File: src/rtl/demux1ne6_if.sv
// Bus bundle for the 1-to-6 demultiplexer with per-channel holding registers.
// master = producer/consumer side (testbench), slave = the demux itself.
interface demux1ne6_if #(
  parameter int W = 16
);
  logic [W-1:0] hyrja;
  logic [2:0]   s;
  logic         hyrja_valid;
  logic         hyrja_ready;
  logic [W-1:0] dalja [6];
  logic [5:0]   dalja_valid;
  logic [5:0]   dalja_ready;
  logic         gabim;
  logic [7:0]   nr_gabimeve;

  modport master (
    output hyrja, s, hyrja_valid, dalja_ready,
    input  hyrja_ready, dalja, dalja_valid, gabim, nr_gabimeve
  );

  modport slave (
    input  hyrja, s, hyrja_valid, dalja_ready,
    output hyrja_ready, dalja, dalja_valid, gabim, nr_gabimeve
  );
endinterface

File: src/rtl/demux1ne6_reg.sv
// 1-to-6 demultiplexer: each output channel is a one-entry buffer
// (holding register + valid bit). Selects 6 and 7 are illegal; such words are
// accepted and dropped, setting a sticky error flag and a saturating counter.
module demux1ne6_reg #(
  parameter int W = 16
) (
  input logic          i_clock,
  input logic          i_reset,
  demux1ne6_if.slave   bus
);

  logic [W-1:0] r_dalja [6];
  logic [5:0]   r_valid;
  logic         r_gabim;
  logic [7:0]   r_nr_gabimeve;

  logic [7:0]   w_busy;
  logic         w_illegal;
  logic         w_ready;
  logic         w_xfer;
  logic [5:0]   w_load;
  logic [5:0]   w_drain;

  // Ready/transfer decode; illegal selects index the zero-padded upper bits,
  // so they always see a free slot.
  always_comb begin
    w_busy    = {2'b00, r_valid & ~bus.dalja_ready};
    w_illegal = (bus.s > 3'd5);
    w_ready   = i_reset & ~w_busy[bus.s];
    w_xfer    = bus.hyrja_valid & w_ready;
    w_drain   = r_valid & bus.dalja_ready;
    w_load    = '0;
    for (int k = 0; k < 6; k++) begin
      if (w_xfer && !w_illegal && (bus.s == 3'(k))) w_load[k] = 1'b1;
    end
  end

  // Channel buffers and error bookkeeping; a load wins over a drain so a
  // simultaneous drain+load keeps the channel full with the new word.
  always_ff @(posedge i_clock) begin
    if (!i_reset) begin
      for (int k = 0; k < 6; k++) r_dalja[k] <= '0;
      r_valid       <= '0;
      r_gabim       <= 1'b0;
      r_nr_gabimeve <= '0;
    end else begin
      for (int k = 0; k < 6; k++) begin
        if (w_load[k]) begin
          r_dalja[k] <= bus.hyrja;
          r_valid[k] <= 1'b1;
        end else if (w_drain[k]) begin
          r_valid[k] <= 1'b0;
        end
      end
      if (w_xfer && w_illegal) begin
        r_gabim <= 1'b1;
        if (r_nr_gabimeve != 8'hFF) r_nr_gabimeve <= r_nr_gabimeve + 8'd1;
      end
    end
  end

  assign bus.hyrja_ready = w_ready;
  assign bus.dalja       = r_dalja;
  assign bus.dalja_valid = r_valid;
  assign bus.gabim       = r_gabim;
  assign bus.nr_gabimeve = r_nr_gabimeve;

endmodule

File: src/flat_wrapper.sv
// flat-port wrapper written by rule: the top's interface ports become plain ports
module demux1ne6_reg_flat 
#(
  parameter int W = 16
)
  (i_clock, i_reset, bus_hyrja, bus_s, bus_hyrja_valid, bus_dalja_ready, bus_hyrja_ready, bus_dalja, bus_dalja_valid, bus_gabim, bus_nr_gabimeve);
  demux1ne6_if #(.W(W)) bus_i ();
  input logic i_clock;
  input logic i_reset;
  input wire logic [$bits(bus_i.hyrja)-1:0] bus_hyrja;
  input wire logic [$bits(bus_i.s)-1:0] bus_s;
  input wire logic [$bits(bus_i.hyrja_valid)-1:0] bus_hyrja_valid;
  input wire logic [$bits(bus_i.dalja_ready)-1:0] bus_dalja_ready;
  output wire logic [$bits(bus_i.hyrja_ready)-1:0] bus_hyrja_ready;
  output wire logic [$bits(bus_i.dalja)-1:0] bus_dalja;
  output wire logic [$bits(bus_i.dalja_valid)-1:0] bus_dalja_valid;
  output wire logic [$bits(bus_i.gabim)-1:0] bus_gabim;
  output wire logic [$bits(bus_i.nr_gabimeve)-1:0] bus_nr_gabimeve;
  assign bus_i.hyrja = bus_hyrja;
  assign bus_i.s = bus_s;
  assign bus_i.hyrja_valid = bus_hyrja_valid;
  assign bus_i.dalja_ready = bus_dalja_ready;
  assign bus_hyrja_ready = bus_i.hyrja_ready;
  assign bus_dalja = {>>{bus_i.dalja}};
  assign bus_dalja_valid = bus_i.dalja_valid;
  assign bus_gabim = bus_i.gabim;
  assign bus_nr_gabimeve = bus_i.nr_gabimeve;
  demux1ne6_reg #(.W(W)) u_core (.i_clock(i_clock), .i_reset(i_reset), .bus(bus_i));
endmodule
File: config.mk
export PLATFORM = sky130hd
export DESIGN_NAME = demux1ne6_reg_flat
export DESIGN_NICKNAME = d
export VERILOG_FILES = /design/src/rtl/demux1ne6_if.sv /design/src/rtl/demux1ne6_reg.sv /design/src/flat_wrapper.sv
export SDC_FILE = /design/constraint.sdc
export NUM_CORES = 1
export LEC_CHECK = 0
export ABC_AREA = 1
export CAP_MARGIN = 40
export CORE_MARGIN = 3
export CORE_UTILIZATION = 30
export DETAILED_ROUTE_END_ITERATION = 7
export SYNTH_ARGS = -nofsm -noshare
export SYNTH_HDL_FRONTEND = slang
export SYNTH_SLANG_ARGS = --single-unit
File: constraint.sdc
create_clock -name i_clock -period 1.9 [get_ports i_clock]
set_input_delay 0.38 -clock i_clock [delete_from_list [all_inputs] [get_ports i_clock]]
set_output_delay 0.38 -clock i_clock [all_outputs]
set_load 0.1 [all_outputs]
==> results of run 1 <==
power by group through the flow:
stage	sequential (mW)	combinational, mW	clock [mW]
after CTS	2.39	0.780	2.34
final	2.39	0.773	2.26
after global placement	2.45	0.765	0
after detailed placement	2.45	0.767	0
after global routing	2.40	0.819	2.41
after floorplan	2.75	0.176	0
area by class of cell:
cell class,instances,share of cell area (%)
sequential,111,33.14
multi-input combinational,439,28.31
timing repair buffer,185,25.13
inverter,83,4.641
clock buffer,10,3.698
tap,184,3.402
clock inverter,6,1.683
worst max-delay path, cell delays in order:
cell and delay, ps:
clkdlybuf4s50_1 470, nor2_2 50, nand3_1 70, nand2_1 60
nor2_2 120, and2_4 180, buf_12 170
sequential cells by signal, summed over array words and instances (netlist names):
| name | cells |
|---|---|
| u_core.bus.gabim | 1 |
| u_core.bus.nr_gabimeve | 8 |
| u_core.bus.dalja | 96 |
| u_core.bus.dalja_valid | 6 |
what timing repair did:
item,CTS,global route
pin swaps,5,5
endpoints found under the setup margin,4,24
setup buffers,10,0
resized for setup,10,5
stage by stage:
step                cells  worst slack [ps]  TNS, ps  utilization [%]
floorplan             666             11.98        0                -
CTS                  1018             2.429        0            45.78
detailed placement    992            -388.7   -35090            42.77
finish               1018             23.10        0            45.86
global route         1018            -27.20   -27.20            45.86
global placement      992            -359.7   -32710            42.77
cells in the mapped netlist, drive strengths merged:
master and number:
xor2 5, or3b 1, clkbuf 12, nor3 1, a21oi 43, nor2 150
o21a 1, ha 1, buf 21, nand2 182, nand3 48, and2 1
nand4 1, o21ai 5, dfxtp 111, inv 83
metal layers:
metal | part of all wire [%] | wire length, um | track usage (%) | up-vias
met2 | 44 | 6372 | 25.85 | 128
li1 | - | - | - | 2335
met1 | 46 | 6629 | 22.51 | 1900
met3 | 7.5 | 1069 | 4.988 | 21
met5 | 0 | 0 | 0 | -
met4 | 1.7 | 248 | 5.929 | 0
worst paths after layout:
kind / startpoint / end / slack [ps]
setup / recovery: bus_dalja_ready[5] / bus_hyrja_ready / 20
hold / removal: bus_dalja_ready[3] / u_core.bus.dalja_valid[3]$_SDFFE_PN0P_ / 400
setup reg to reg: u_core.bus.nr_gabimeve[1]$_SDFFE_PN0P_ / u_core.bus.nr_gabimeve[1]$_SDFFE_PN0P_ / 140
hold reg to reg: u_core.bus.dalja[57]$_SDFFE_PN0P_ / u_core.bus.dalja[57]$_SDFFE_PN0P_ / 460
logic make-up (layout without fill, tap and decap cells):
logic type      count (synthesis)  count (layout)  synth area share (%)
xor+xnor                        5               5                0.9568
buf+inv                       116             284                 10.39
compound gates                 49              49                 5.413
flops                         111             111                 48.55
simple gates                  384             384                 34.42
fa+ha+maj                       1               1                0.2733
placed cells by master, fill, tap and decap left out, types with 4 or more instances in the layout:
cell type | synthesis | final
o21ai_0 | 5 | 5
clkdlybuf4s50_1 | 0 | 19
a21oi_1 | 43 | 43
nand3_1 | 45 | 45
nor2_1 | 148 | 146
nand2_1 | 180 | 177
dfxtp_1 | 111 | 99
dfxtp_2 | 0 | 10
inv_1 | 80 | 80
dlygate4sd2_1 | 0 | 5
buf_4 | 4 | 138
clkbuf_16 | 0 | 10
nor2_2 | 2 | 4
buf_12 | 0 | 20
xor2_1 | 5 | 5
==> metrics.csv, run 1 <==
stage,metric,value,unit
status,status,finished clean,
floorplanning,die_area,16770,sq um
clock_network,holdBufCountCts,0,
timing,final.setup_skew,7.920,ps
routing,ant_nets,0,
clock_network,clkLatencyLatePin,350,ps
worst_setup_path,start_kind,input pin,
clock_network,htreeDepth,3,
cells_and_area,final_nets,858,
synthesis,synth_seq_area_share,48.55,%
cells_and_area,finalInstanceArea,6766,sq um
timing,rsz0062_at_grt,yes,
routing,avgViaCountPerCell,4.306,
global_route,grt_pass1_vias,3858,
floorplanning,die_h,129.5,um
floorplanning,core_area,14750,sq um
timing,fin_crit,1877,ps
timing,finalMaxSlewViolations,0,
power_and_ir_drop,powerDensity,802.1,nW/um^2
placed_design,port_buffers,139,
power_and_ir_drop,finalPower,5.427,mW
synthesis,synth_fp_nets,695,
power_and_ir_drop,leakagePower,3.364,nW
power_and_ir_drop,internal_power,3.956,mW
floorplanning,io_pins,140,
worst_setup_path,worst-r2r-cell-count,9,
synthesis,ys.warnings.count,0,
global_route,grtUsageTotal,16.80,%
timing,finalHoldViolations,0,
routing,firstDrtPassIters,4,
clock_network,clock_sink_count,111,
global_route,grt_max_degree,69,
power_and_ir_drop,p_comb_share,14.3,%
global_route,grt_first_pass_wirelength,21.39,mm
synthesis,syn_area_per_cell,6.872,sq um
cells_and_area,layout-drive-gt1-share,24.70,%
timing,final.period_utilization,98.78,%
worst_setup_path,cp.arrival,1500,ps
hold_path,holdPathStages,5,
clock_network,clock_path_buffers,2,
job,maxCapViolations,0,
cells_and_area,multiInputGateArea,1916,sq um
routing,drt-initial-drc-count,272,
synthesis,synth_cells,666,
timing,worst_slew_pin_slew,758.6,ps
clock_network,cts_tree,done,
placed_design,hpwl,9.904,mm
floorplanning,rows,44,
synthesis,syn-cell-area,4577,sq um
placed_design,finalWeightedCongestion,0.7615,
placed_design,dpl_cell_area,6310,sq um
power_and_ir_drop,seq_power_share,44.1,%
hold_path,worstHoldPathType,input pin to flop,
worst_setup_path,crit_path_end_kind,primary output,
power_and_ir_drop,ir_drop,552.8,uV
floorplanning,start_util,31.02,%
worst_setup_path,worstSetupPathType,input pin to primary output,
power_and_ir_drop,p_clk_share,41.7,%
synthesis,synth_area_leaders,"dfxtp_1 (49%), nand2_1 (15%), nor2_1 (12%), inv_1 (6.6%), nand3_1 (4.9%)",
synthesis,yosysTopAreaCellShare,48.55,%
clock_network,numCtsBuffers,9,
worst_setup_path,required,1520,ps
floorplanning,die_x,129.5,um
cells_and_area,seq_area,2242,sq um
power_and_ir_drop,switching_share,27.10,%
routing,drcViolationCount,0,
timing,fin_hold_ws,398.4,ps
synthesis,ys_types,23,
global_route,overflow,0,
power_and_ir_drop,switchingPower,1.471,mW
synthesis,synth_top_area_cell,dfxtp_1,
clock_network,clkSlewWorstSetupHoldPaths,80,ps
routing,routed_wl,14.32,mm
global_route,grt_antenna_before_repair,0,
cells_and_area,syn_to_final_growth,47.84,%
timing,slew_headroom,49.43,%
worst_setup_path,worst-path-max-fanout,3,
synthesis,ys_ff_latch,111,
cells_and_area,fill_cells,1488,
cells_and_area,n_antenna_cell,0,
routing,vias,4384,
routing,routedWlPerCell,14.07,um
timing,setup_viol,0,
clock_network,root_buffer,clkbuf_16,
timing,max_freq,532.8,MHz
(Power assumes the default switching activity.)
==> run 2, diff against run 1 <==
--- a/config.mk
+++ b/config.mk
@@ -10,6 +10,7 @@
 export CORE_MARGIN = 3
 export CORE_UTILIZATION = 30
 export DETAILED_ROUTE_END_ITERATION = 7
+export SLEW_MARGIN = 15
 export SYNTH_ARGS = -nofsm -noshare
 export SYNTH_HDL_FRONTEND = slang
 export SYNTH_SLANG_ARGS = --single-unit
==> results of run 2 <==
No change in the layout: final DEF, timing and power equal those of run 1.
